<file path="config.mk">
export PLATFORM = sky130hd
export DESIGN_NAME = write_back_arbiter
export DESIGN_NICKNAME = d
export VERILOG_FILES = /design/src/rtl/write_back_arbiter.sv
export SDC_FILE = /design/constraint.sdc
export NUM_CORES = 1
export LEC_CHECK = 0
export CORE_UTILIZATION = 37
export CTS_CLUSTER_SIZE = 24
export DETAILED_ROUTE_END_ITERATION = 7
export PLACE_DENSITY = 0.9
export SYNTH_ARGS = -nofsm -noshare
export SYNTH_HDL_FRONTEND = slang
export SYNTH_SLANG_ARGS = --single-unit
</file>
<file path="constraint.sdc">
create_clock -name clk -period 2.6 [get_ports clk]
set_input_delay 0.52 -clock clk [delete_from_list [all_inputs] [get_ports clk]]
set_output_delay 0.52 -clock clk [all_outputs]
set_load 0.02 [all_outputs]
</file>
<file path="src/rtl/write_back_arbiter.sv">
// Round-robin arbiter sharing one registered write-back port among NUM_REQ requesters, with locked bursts.
// Latency: one cycle from an accepted beat to wb_en/wb_addr/wb_data/wb_src.
// Backpressure: wb_stall or a held lock withholds req_ready; waiting requesters keep req_valid high.
module write_back_arbiter #(
    parameter  int NUM_REQ = 4,
    parameter  int ADDR_W  = 5,
    parameter  int DATA_W  = 32,
    localparam int SRC_W   = $clog2(NUM_REQ)
) (
    input  logic                      clk,
    input  logic                      rst_n,
    input  logic [NUM_REQ-1:0]        req_valid,
    input  logic [NUM_REQ-1:0]        req_lock,
    input  logic [NUM_REQ*ADDR_W-1:0] req_addr,
    input  logic [NUM_REQ*DATA_W-1:0] req_data,
    output logic [NUM_REQ-1:0]        req_ready,
    input  logic                      wb_stall,
    output logic                      wb_en,
    output logic [ADDR_W-1:0]         wb_addr,
    output logic [DATA_W-1:0]         wb_data,
    output logic [SRC_W-1:0]          wb_src
);

    typedef enum logic {
        ARB    = 1'b0,
        LOCKED = 1'b1
    } state_t;

    state_t           state, state_n;
    logic [SRC_W-1:0] ptr, ptr_n;
    logic [SRC_W-1:0] owner, owner_n;
    logic             grant_vld;
    logic [SRC_W-1:0] grant_idx;
    logic [SRC_W-1:0] scan_idx;
    logic             xfer;
    logic [ADDR_W-1:0] addr_sel;
    logic [DATA_W-1:0] data_sel;

    // Candidate selection looks only at req_valid, so req_lock never reaches req_ready.
    always_comb begin
        grant_vld = 1'b0;
        grant_idx = '0;
        scan_idx  = '0;
        if (state == LOCKED) begin
            grant_vld = req_valid[owner];
            grant_idx = owner;
        end else begin
            for (int k = 0; k < NUM_REQ; k++) begin
                scan_idx = SRC_W'((int'(ptr) + k) % NUM_REQ);
                if (!grant_vld && req_valid[scan_idx]) begin
                    grant_vld = 1'b1;
                    grant_idx = scan_idx;
                end
            end
        end
    end

    assign xfer = grant_vld && !wb_stall && rst_n;

    always_comb begin
        req_ready = '0;
        if (xfer) begin
            req_ready[grant_idx] = 1'b1;
        end
    end

    always_comb begin
        addr_sel = req_addr[int'(grant_idx)*ADDR_W +: ADDR_W];
        data_sel = req_data[int'(grant_idx)*DATA_W +: DATA_W];
    end

    always_comb begin
        state_n = state;
        ptr_n   = ptr;
        owner_n = owner;
        if (xfer) begin
            if (req_lock[grant_idx]) begin
                state_n = LOCKED;
                owner_n = grant_idx;
            end else begin
                state_n = ARB;
                ptr_n   = SRC_W'((int'(grant_idx) + 1) % NUM_REQ);
            end
        end
    end

    always_ff @(posedge clk or negedge rst_n) begin
        if (!rst_n) begin
            state <= ARB;
            ptr   <= '0;
            owner <= '0;
        end else begin
            state <= state_n;
            ptr   <= ptr_n;
            owner <= owner_n;
        end
    end

    // Address, data and source hold across idle cycles; only wb_en drops.
    always_ff @(posedge clk or negedge rst_n) begin
        if (!rst_n) begin
            wb_en   <= 1'b0;
            wb_addr <= '0;
            wb_data <= '0;
            wb_src  <= '0;
        end else begin
            wb_en <= xfer;
            if (xfer) begin
                wb_addr <= addr_sel;
                wb_data <= data_sel;
                wb_src  <= grant_idx;
            end
        end
    end

endmodule

</file>
==> out/summary.txt <==
DR DRC count -> 0
Mapped Cells -> 476
Clock Path Buffers -> 2
TritonCTS clock tree -> built
leak pwr -> 2.491 nW
Post-synth EDFFs -> 0
hpwl dp -> 7.844 mm
Max stage delay cell, worst path -> dfrtp_1
Cell Pwr Density -> 970.5 nW/um^2
worst skew pair latency -> 0.30 ns
clk_skew -> 0.004028 ns
ANT cells -> 0
Slew Viols, Final -> 0
vias in the first global route -> 3725
Max Freq -> 397.0 MHz
most frequent CP cell -> mux2_4
number of top-level pins -> 203
Critical Path Start Type -> register
slew margin rel. -> 62.70%
pre-CTS setup slack -> -0.7414 ns
Starting Density -> 38.02%
PortBufs -> 202
Die H -> 93.65 um
met3 wire length -> 775 um
DRT iter0 DRCs -> 102
uppermost routed layer -> met4
core area -> 8175 um^2
Final Hold Fails -> 0
CP required -> 2.79 ns
CTS Hold Bufs -> 0
fin crit period -> 2.519 ns
Routed WL -> 10.17 mm
synthesized area -> 3108 um^2
ratio of cells with drive above 1 in the final layout -> 9.615%
CP peak stage delay -> 0.45 ns
largest net degree at the start of global routing -> 48
die footprint -> 8770 um^2
TritonRoute pass-1 iters -> 5
routed wl met2 -> 5.275 mm
DR vias/cell -> 4.908
vias -> 3833
wire length per cell -> 13.02 um
Avg Inst Size Synth -> 6.529 um^2
Met1 Wirelength -> 3.998 mm
Synth Flop Type -> dfrtp_1
Post-Syn Nets -> 635
Clk pin slew, worst setup/hold paths -> 0.09 ns
CP Cell Sequence -> buf_6 > o311a_4 > nor3_4 > buf_12 > mux2_4 > a211o_1 > mux2_4
CP Capture Type -> register
asr flop ratio synth -> 100.0%
status -> completed
Nets -> 834
worst-path fanout max -> 35
Synthesis Warnings -> 0
Clock Sinks -> 45
critical path arrival -> 2.70 ns
hold crit path type -> input port to async pin
Area Growth Syn to Fin -> 77.01%
sequential share of the synthesized area -> 36.23%
Max Cap Viol -> 0
Finished Core Util -> 67.29%
Core Rows -> 33
wire length of the first global-routing pass -> 16.36 mm
Die X -> 93.65 um
setup TNS -> 0 ns
GP Congestion -> 0.8830
post-route clock period utilization -> 96.87%
Final WS setup -> 0.08128 ns
#FFs+latches synth -> 45
GR Overflow Total -> 0
initial antenna violation count -> 0
antenna-violating nets left -> 0
H-tree depth -> 2
Peak supply drop -> 0.5322 mV
Worst-Margin Slew -> 0.5595 ns
CTS Buf Count -> 5
placed cell areas -> 5308 um^2
Synth cell types -> 31
Final Setup Violations -> 0
Finished Cell Area -> 5502 um^2
Hold WS -> 0.3305 ns
Clock Tree Root -> clkbuf_8
crit path kind -> register to register
gr usage total -> 23.18%
what timing repair did:
action / in CTS / in global routing
pin swaps: 4 / 7
setup buffers: 0 / 2
resized for setup: 31 / 25
setup endpoints to repair: 47 / 33
worst max-delay path, delay by kind of cell, from the launching register on:
| kind | cells | cell delay (ns) |
|---|---|---|
| flip-flops | 1 | 0.45 |
| AO/OA/AOI/OAI | 2 | 0.66 |
| multiplexers | 2 | 0.61 |
| AND/OR/NAND/NOR | 1 | 0.30 |
| buffers and inverters | 2 | 0.39 |
registers in the layout (all words and copies together), names as in the netlist:
register,cells
wb_en,1
owner,2
wb_src,2
ptr,2
wb_addr,5
wb_data,32
state,1
path summary, 6_finish.rpt:
kind	start	end	slack [ns]	cells past startpoint
worst min register to register	wb_data[21]	wb_data[21]	0.48	2
max in group asynchronous	rst_n	ptr[1]	1.87	2
worst min-delay path	rst_n	wb_data[6]	0.33	2
worst max register to register	ptr[0]	owner[1]	0.08	7
min in group clk	wb_data[21]	wb_data[21]	0.48	2
worst max-delay path	ptr[0]	owner[1]	0.08	7
synthesized netlist by cell type, types with 2 or more instances:
master	n	area, um^2
nor3_1	5	25.02
clkbuf_1	29	108.9
buf_1	5	18.77
dfrtp_1	45	1126
o21ai_0	77	385.4
nand3b_1	2	15.01
inv_1	6	22.52
mux2_2	2	22.52
nand3_1	38	190.2
mux2i_1	3	30.03
mux2_4	2	30.03
buf_6	2	22.52
nor2_1	6	22.52
nand2b_1	4	25.02
nand2_1	226	848.3
a21oi_1	9	45.04
cell families (layout without fill, tap and decap cells):
kind of cell | count (synthesis) | count (layout) | share of synthesized area (%)
compound gates | 95 | 95 | 17.23
flops | 45 | 45 | 36.23
buf+inv | 43 | 243 | 5.716
simple gates | 285 | 285 | 37.44
mux | 8 | 8 | 3.382
layout make-up:
| cell class | instances | area (um^2) |
|---|---|---|
| fillers | 696 | 2674 |
| repair buffers | 229 | 2230 |
| multi-input cells | 388 | 1876 |
| flip-flops and latches | 45 | 1127 |
| well taps | 105 | 131.4 |
| clock buffers | 5 | 68.82 |
| clock inverters | 3 | 46.29 |
| inverters | 6 | 22.52 |
power by group:
part | internal (mW) | switching [mW] | total [mW]
clock | 0.288 | 0.245 | 0.532
combinational | 1.61 | 1.97 | 3.58
sequential | 1.02 | 0.198 | 1.22
total | 2.92 | 2.41 | 5.34
stage by stage:
step	std cells	total power, mW
floorplan	476	3.290
global placement	771	4.607
detailed placement	771	4.705
CTS	779	5.278
global route	781	5.829
finish	781	5.339
layer usage:
| metal | up-vias | GRT usage, % |
|---|---|---|
| met2 | 143 | 43.93 |
| met3 | 14 | 6.392 |
| met4 | 0 | 5.513 |
| li1 | 1955 | - |
| met5 | - | 0 |
| met1 | 1721 | 25.37 |
cells in the final DEF (no fill, tap or decap), types with 4 or more instances in the layout:
| master | instances |
|---|---|
| o21ai_0 | 77 |
| clkbuf_8 | 5 |
| buf_4 | 26 |
| a21oi_1 | 8 |
| nand2_1 | 226 |
| clkdlybuf4s50_1 | 193 |
| dfrtp_1 | 44 |
| nor2_1 | 5 |
| nand3_1 | 37 |
| nand2b_1 | 4 |
Note: power is estimated with default switching activity, not from simulation.
